<file path="src/rtl/xa_bf_pkg.sv">
// Shared types and constants for the beam-forming DDR3 read scheduler.
// No logic; latency n/a.
// Backpressure n/a.
package xa_bf_pkg;

    localparam int REQ_MAX = 4;
    localparam int ADDR_W  = 32;
    localparam int LEN_W   = 16;

    typedef enum logic [4:0] {
        ST_IDLE  = 5'b00001,
        ST_ISSUE = 5'b00010,
        ST_WAIT  = 5'b00100,
        ST_DONE  = 5'b01000,
        ST_ERR   = 5'b10000
    } state_t;

    function automatic logic [REQ_MAX-1:0] idx2oh(input logic [1:0] idx);
        return {{(REQ_MAX-1){1'b0}}, 1'b1} << idx;
    endfunction

endpackage

</file>
<file path="src/rtl/xa_bf_rr_arb.sv">
// Round-robin pick: first set request searching upward from ptr+1, wrapping at N.
// Latency: combinational.
// Backpressure: none; caller decides when to consume the grant.
module xa_bf_rr_arb
    import xa_bf_pkg::*;
#(
    parameter int N = 4
) (
    input  logic [N-1:0] req,
    input  logic [1:0]   ptr,
    output logic [1:0]   gnt,
    output logic         vld
);

    logic [REQ_MAX-1:0] req_pad;
    logic [2:0]         idx;

    always_comb begin
        req_pad        = '0;
        req_pad[N-1:0] = req;
        gnt            = '0;
        vld            = 1'b0;
        idx            = '0;
        // ptr < N and i <= N, so a single wrap subtraction is enough
        for (int i = 1; i <= N; i++) begin
            idx = {1'b0, ptr} + 3'(i);
            if (idx >= 3'(N))
                idx = idx - 3'(N);
            if (!vld && req_pad[idx[1:0]]) begin
                vld = 1'b1;
                gnt = idx[1:0];
            end
        end
    end

endmodule

</file>
<file path="src/rtl/xa_bf_rd_sched.sv">
// Shares one DDR3 read engine between up to four controllers, round-robin, with watchdog abort.
// Latency: req seen in IDLE -> ack/start next cycle; endp -> done next cycle.
// Backpressure: requests held as levels until ack; one read outstanding at a time.
module xa_bf_rd_sched
    import xa_bf_pkg::*;
#(
    parameter int          P_REQ_NUM = 4,
    parameter logic [23:0] P_TIMEOUT = 24'd1_000_000
) (
    input  logic                        i_clk156m,
    input  logic                        i_arst_n,
    input  logic [3:0]                  i_frame_time,
    input  logic [P_REQ_NUM-1:0]        i_req,
    input  logic [ADDR_W*P_REQ_NUM-1:0] i_req_addr,
    input  logic [LEN_W*P_REQ_NUM-1:0]  i_req_len,
    input  logic                        i_rd_endp,
    output logic [P_REQ_NUM-1:0]        o_req_ack,
    output logic [P_REQ_NUM-1:0]        o_req_done,
    output logic [P_REQ_NUM-1:0]        o_req_err,
    output logic                        o_rd_start,
    output logic [ADDR_W-1:0]           o_rd_addr,
    output logic [LEN_W-1:0]            o_rd_len,
    output logic [1:0]                  o_rd_sel,
    output logic                        o_busy,
    output logic [7:0]                  o_err_cnt
);

    localparam logic [1:0] PTR_RST = 2'(P_REQ_NUM - 1);

    state_t               state;
    logic [1:0]           ptr;
    logic [1:0]           sel;
    logic [ADDR_W-1:0]    addr;
    logic [LEN_W-1:0]     len;
    logic [P_REQ_NUM-1:0] ack;
    logic [P_REQ_NUM-1:0] done;
    logic [P_REQ_NUM-1:0] err;
    logic                 start;
    logic [23:0]          wd;
    logic [7:0]           err_cnt;
    logic [3:0]           frame_q;

    logic                 frame_chg;
    logic [1:0]           gnt;
    logic                 gnt_vld;
    logic [REQ_MAX-1:0]   gnt_oh_full;
    logic [REQ_MAX-1:0]   sel_oh_full;
    logic [P_REQ_NUM-1:0] gnt_oh;
    logic [P_REQ_NUM-1:0] sel_oh;

    logic [ADDR_W-1:0]    addr_arr [REQ_MAX];
    logic [LEN_W-1:0]     len_arr  [REQ_MAX];

    for (genvar k = 0; k < REQ_MAX; k++) begin : g_slice
        if (k < P_REQ_NUM) begin : g_on
            assign addr_arr[k] = i_req_addr[ADDR_W*k +: ADDR_W];
            assign len_arr[k]  = i_req_len[LEN_W*k +: LEN_W];
        end else begin : g_off
            assign addr_arr[k] = '0;
            assign len_arr[k]  = '0;
        end
    end

    xa_bf_rr_arb #(
        .N (P_REQ_NUM)
    ) u_arb (
        .req (i_req),
        .ptr (ptr),
        .gnt (gnt),
        .vld (gnt_vld)
    );

    assign frame_chg   = (i_frame_time != frame_q);
    assign gnt_oh_full = idx2oh(gnt);
    assign sel_oh_full = idx2oh(sel);
    assign gnt_oh      = gnt_oh_full[P_REQ_NUM-1:0];
    assign sel_oh      = sel_oh_full[P_REQ_NUM-1:0];

    always_ff @(posedge i_clk156m or negedge i_arst_n) begin
        if (!i_arst_n) begin
            state   <= ST_IDLE;
            ptr     <= PTR_RST;
            sel     <= '0;
            addr    <= '0;
            len     <= '0;
            ack     <= '0;
            done    <= '0;
            err     <= '0;
            start   <= 1'b0;
            wd      <= '0;
            err_cnt <= '0;
            frame_q <= '0;
        end else begin
            ack     <= '0;
            done    <= '0;
            err     <= '0;
            start   <= 1'b0;
            wd      <= '0;
            frame_q <= i_frame_time;
            // a new frame restarts fairness at index 0 without touching the read in flight
            if (frame_chg)
                ptr <= PTR_RST;
            case (state)
                ST_IDLE: begin
                    if (gnt_vld) begin
                        sel   <= gnt;
                        addr  <= addr_arr[gnt];
                        len   <= len_arr[gnt];
                        ack   <= gnt_oh;
                        start <= (len_arr[gnt] != '0);
                        if (!frame_chg)
                            ptr <= gnt;
                        state <= ST_ISSUE;
                    end
                end
                ST_ISSUE: begin
                    if (len == '0 || i_rd_endp) begin
                        done  <= sel_oh;
                        state <= ST_DONE;
                    end else begin
                        state <= ST_WAIT;
                    end
                end
                ST_WAIT: begin
                    // endp on the last watchdog cycle still completes normally
                    if (i_rd_endp) begin
                        done  <= sel_oh;
                        state <= ST_DONE;
                    end else if (wd == P_TIMEOUT - 24'd1) begin
                        err   <= sel_oh;
                        if (err_cnt != 8'hFF)
                            err_cnt <= err_cnt + 8'd1;
                        state <= ST_ERR;
                    end else begin
                        wd <= wd + 24'd1;
                    end
                end
                ST_DONE: state <= ST_IDLE;
                ST_ERR:  state <= ST_IDLE;
                default: state <= ST_IDLE;
            endcase
        end
    end

    assign o_req_ack  = ack;
    assign o_req_done = done;
    assign o_req_err  = err;
    assign o_rd_start = start;
    assign o_rd_addr  = addr;
    assign o_rd_len   = len;
    assign o_rd_sel   = sel;
    assign o_busy     = (state != ST_IDLE);
    assign o_err_cnt  = err_cnt;

endmodule

</file>
<file path="config.mk">
export PLATFORM = sky130hd
export DESIGN_NAME = xa_bf_rd_sched
export DESIGN_NICKNAME = d
export VERILOG_FILES = /design/src/rtl/xa_bf_pkg.sv /design/src/rtl/xa_bf_rr_arb.sv /design/src/rtl/xa_bf_rd_sched.sv
export SDC_FILE = /design/constraint.sdc
export NUM_CORES = 1
export LEC_CHECK = 0
export BUFFER_PORTS_ARGS = -buffer_cell sky130_fd_sc_hd__buf_4
export CAP_MARGIN = 20
export CORE_ASPECT_RATIO = 0.9
export CORE_MARGIN = 2
export CORE_UTILIZATION = 48
export CTS_CLUSTER_DIAMETER = 100
export DETAILED_ROUTE_END_ITERATION = 10
export GPL_ROUTABILITY_DRIVEN = 0
export PLACE_DENSITY = 0.82
export SYNTH_ARGS = -nofsm -noshare
export SYNTH_HDL_FRONTEND = slang
export SYNTH_SLANG_ARGS = --single-unit
</file>
<file path="constraint.sdc">
create_clock -name i_clk156m -period 3.2 [get_ports i_clk156m]
set_input_delay 0.32 -clock i_clk156m [delete_from_list [all_inputs] [get_ports i_clk156m]]
set_output_delay 0.32 -clock i_clk156m [all_outputs]
set_load 0.1 [all_outputs]
</file>
==> metrics.txt <==
status complete, no violations; most common library cell in the layout ignoring fill and taps sky130_fd_sc_hd__buf_4; Switching Share a little over half; ratio of final minimum period to clock period 82.75%; area share of the largest cell type after synthesis between 40 and 50%; Post-synth ARST share between 90% and 100%; die boundary height about 110 um; Tot GR Track Use between 20% and 30%; cell count after synthesis around 700; classification of the worst setup path reg2reg; most area-consuming cells after synthesis sky130_fd_sc_hd__dfrtp_1 43%, sky130_fd_sc_hd__nand2_1 12%, sky130_fd_sc_hd__a311oi_1 4.7%; internal power 0.003482 W; post-cts repair resize count 0; number of input and output port buffers inserted roughly 270; Post-Syn Nets 890; number of endpoints with negative hold slack in the final report 0; Inserted Clock Buffers 9; area fraction in compound gates after synthesis 17.26%; headroom to the max-slew limit between 20% and 30%; via-per-instance ratio roughly 5.5; mux share of post-synthesis cell area under 10%; share of power burned in registers between 20 and 30%; drt drc 0; total global routing overflow 0; # setup viols final 0; Synth Area in Adders 0.4190%; Min-Delay Path Depth 1; power per standard cell area just over 900 nW/um2; most frequent cells in the layout 286 x sky130_fd_sc_hd__buf_4, 197 x sky130_fd_sc_hd__nand2_1, 103 x sky130_fd_sc_hd__dfrtp_1; Routed wire per std cell around 17 um; post-detailed-routing wire length 19130 um; Placed Area ~8100 um2; Crit Path Max Fanout 31; final layout net count roughly 1.1k; area of the mapped netlist ~6000 um2; library cells used by synthesis 54; switching component of the power 0.004247 W; startpoint kind of the worst setup timing path flop; Worst Clk Skew 0.006788 ns; final instance area 8427 um2; flip-flop and latch count after synthesis ~110; total number of placement rows 38; largest family of logic cells by synthesized area simple AND/OR/NAND/NOR gates; maximum number of pins on one net before global-route repair 56; post-route total power a little under 0.008 W; post-synthesis share of cell area spent on and, or, nand and nor gates approximately a quarter; half-perimeter wire length after detailed placement 14600 um; synthesis-to-finish area growth 41.11%; CTS H-Tree Depth 3; TritonCTS clock tree built; setup fix buffers added after clock tree synthesis 0; via count of the first global-routing pass 5544; maximum achievable frequency about 380 MHz; number of max-slew violations in the final report 0; vias after detailed routing between 6k and 7k; wire length of the first global-routing pass about 29000 um; clock group share of total power between 10 and 15%; type of the worst min-delay path in2reg; total die area around 13000 um2; actual slew at the worst max-slew pin ~1.1 ns; maximum vdd drop between 0.6 and 0.7 mV; most used flip-flop cell after synthesis sky130_fd_sc_hd__dfrtp_1; area leader, netlist sky130_fd_sc_hd__dfrtp_1; EDFF count, synth 0; number of diodes 0; static leakage about 4.3 nW; clock transition at the register clock pins on the worst setup and hold paths after CTS 0.07 ns; number of violations of the max-capacitance limit 0; clock latency at the later pin of the worst-skew pair 0.35 ns; Req. time, crit path around 3.4 ns; number of sinks handled by clock tree synthesis about 110; utilization of the core after routing 69.78%; maximum root-to-sink buffer count 2; Crit. End Element flop; clock tree root driver cell sky130_fd_sc_hd__clkbuf_16; antenna violations before repair 0; number of nets still failing antenna checks after routing 0; Synth Area in XOR/XNOR 4.546%; synthesized area divided by synthesized cell count around 8.7 um2; chip width 121.6 um; ratio of cells with drive above 1 in the final layout around a third; number of iterations in the first detailed-routing pass 5; Initial Util approximately half; unrepaired setup endpoints after global routing false; Worst Reg2Reg Path Length in Cells 7; detailed router's first-iteration violation count 520; Floorplan Core Area between 10000 and 15000 um2; setup_tns 0 ns; Crit path arrival time 2.85 ns; shortest period the worst path allows between 2 and 3 ns; Comb power frac approximately three fifths; register area share after synthesis between 40 and 50%; boundary pin count around 280; number of warnings reported in the yosys synthesis log 0
-- cell usage after synthesis, drive strengths merged, types with 3 or more instances --
| master | number |
|---|---|
| a21o | 32 |
| buf | 24 |
| mux2 | 10 |
| xnor2 | 11 |
| or3 | 4 |
| nand2 | 198 |
| a32oi | 8 |
| and4 | 4 |
| nand2b | 4 |
| a21oi | 12 |
| xor2 | 20 |
| nor3 | 4 |
| inv | 8 |
| dfrtp | 103 |
| o22ai | 5 |
| nor4 | 11 |
| o21ai | 6 |
| nand3 | 14 |
| clkbuf | 24 |
| nor2 | 57 |
| and3 | 40 |
| dfstp | 3 |
| nand4 | 5 |
| o31ai | 8 |
| a311oi | 32 |
| a221oi | 16 |
-- logic make-up after synthesis --
| group | count (synthesis) |
|---|---|
| flip-flops | 106 |
| AO/OA/AOI/OAI | 130 |
| XOR/XNOR | 31 |
| multiplexers | 11 |
| AND/OR/NAND/NOR | 349 |
| adder cells (fa/ha/maj) | 2 |
| buffers and inverters | 56 |
-- layout make-up --
class	count	area, um2
Sequential cell	106	2656
Timing Repair Buffer	289	2197
Fill cell	991	3650
Clock buffer	10	229.0
Multi-Input combinational cell	523	3040
Tap cell	160	200.2
Inverter	8	30.03
Clock inverter	6	73.82
-- flip-flops by register name, summed over array words and instances, names as in the netlist --
register and flops:
o_rd_addr 32, wd 24, o_rd_len 16, o_err_cnt 8, state 5, frame_q 4, o_req_ack 4, o_req_done 4
o_req_err 4, o_rd_sel 2, ptr 2, o_rd_start 1
-- stage by stage --
| stage | setup slack [ns] | hold WS, ns | cells |
|---|---|---|---|
| floorplan | 0.2740 | 0.02441 | 685 |
| global placement | 0.6145 | 0.3335 | 1085 |
| detailed placement | 0.6077 | 0.3299 | 1085 |
| CTS | 0.5917 | 0.08371 | 1102 |
| global route | 0.3579 | 0.08333 | 1102 |
| finish | 0.5521 | 0.09494 | 1102 |
-- worst max-delay path, stage by stage, from the launching register on --
cell	delay, ns
sky130_fd_sc_hd__dfstp_2	0.60
sky130_fd_sc_hd__a21oi_1	0.08
sky130_fd_sc_hd__a31o_2	0.23
sky130_fd_sc_hd__o22a_2	0.43
sky130_fd_sc_hd__a221oi_1	0.40
sky130_fd_sc_hd__o22ai_1	0.16
sky130_fd_sc_hd__nor4_1	0.46
sky130_fd_sc_hd__a31oi_1	0.14
-- power groups by stage --
stage                     logic, W  registers (W)  clock network, W
final                      0.00461        0.00199           0.00113
after detailed placement   0.00461        0.00201                 0
after CTS                  0.00461        0.00199           0.00116
after global routing       0.00480        0.00203           0.00121
after global placement     0.00457        0.00200                 0
after floorplan            0.00114        0.00434                 0
-- what timing repair did --
item,in CTS,in global routing
setup endpoints to repair,0,0
endpoints found under the hold margin,39,0
hold buffers,1,0
-- per-layer routing --
layer,track usage (%),share of wire [%],vias up,wire length [um]
li1,-,-,2918,-
met1,35.83,41,2852,7824
met2,44.70,48,269,9154
met3,7.676,8.3,45,1581
met4,9.031,3.0,0,568
met5,0,0,-,0
-- path summary, 6_finish.rpt --
check	to	slack, ns	from
max in group asynchronous	ptr[1]$_DFF_PN1_	1.83	i_arst_n
min in group asynchronous	o_err_cnt[4]$_DFFE_PN0P_	0.51	i_arst_n
worst min-delay path	frame_q[0]$_DFF_PN0_	0.09	i_frame_time[0]
worst max register to register	o_rd_start$_DFF_PN0_	0.55	ptr[1]$_DFF_PN1_
worst max-delay path	o_rd_start$_DFF_PN0_	0.55	ptr[1]$_DFF_PN1_
worst min register to register	o_rd_addr[0]$_DFFE_PN0P_	0.48	o_rd_addr[0]$_DFFE_PN0P_
Power figures use the tool's default switching activity.
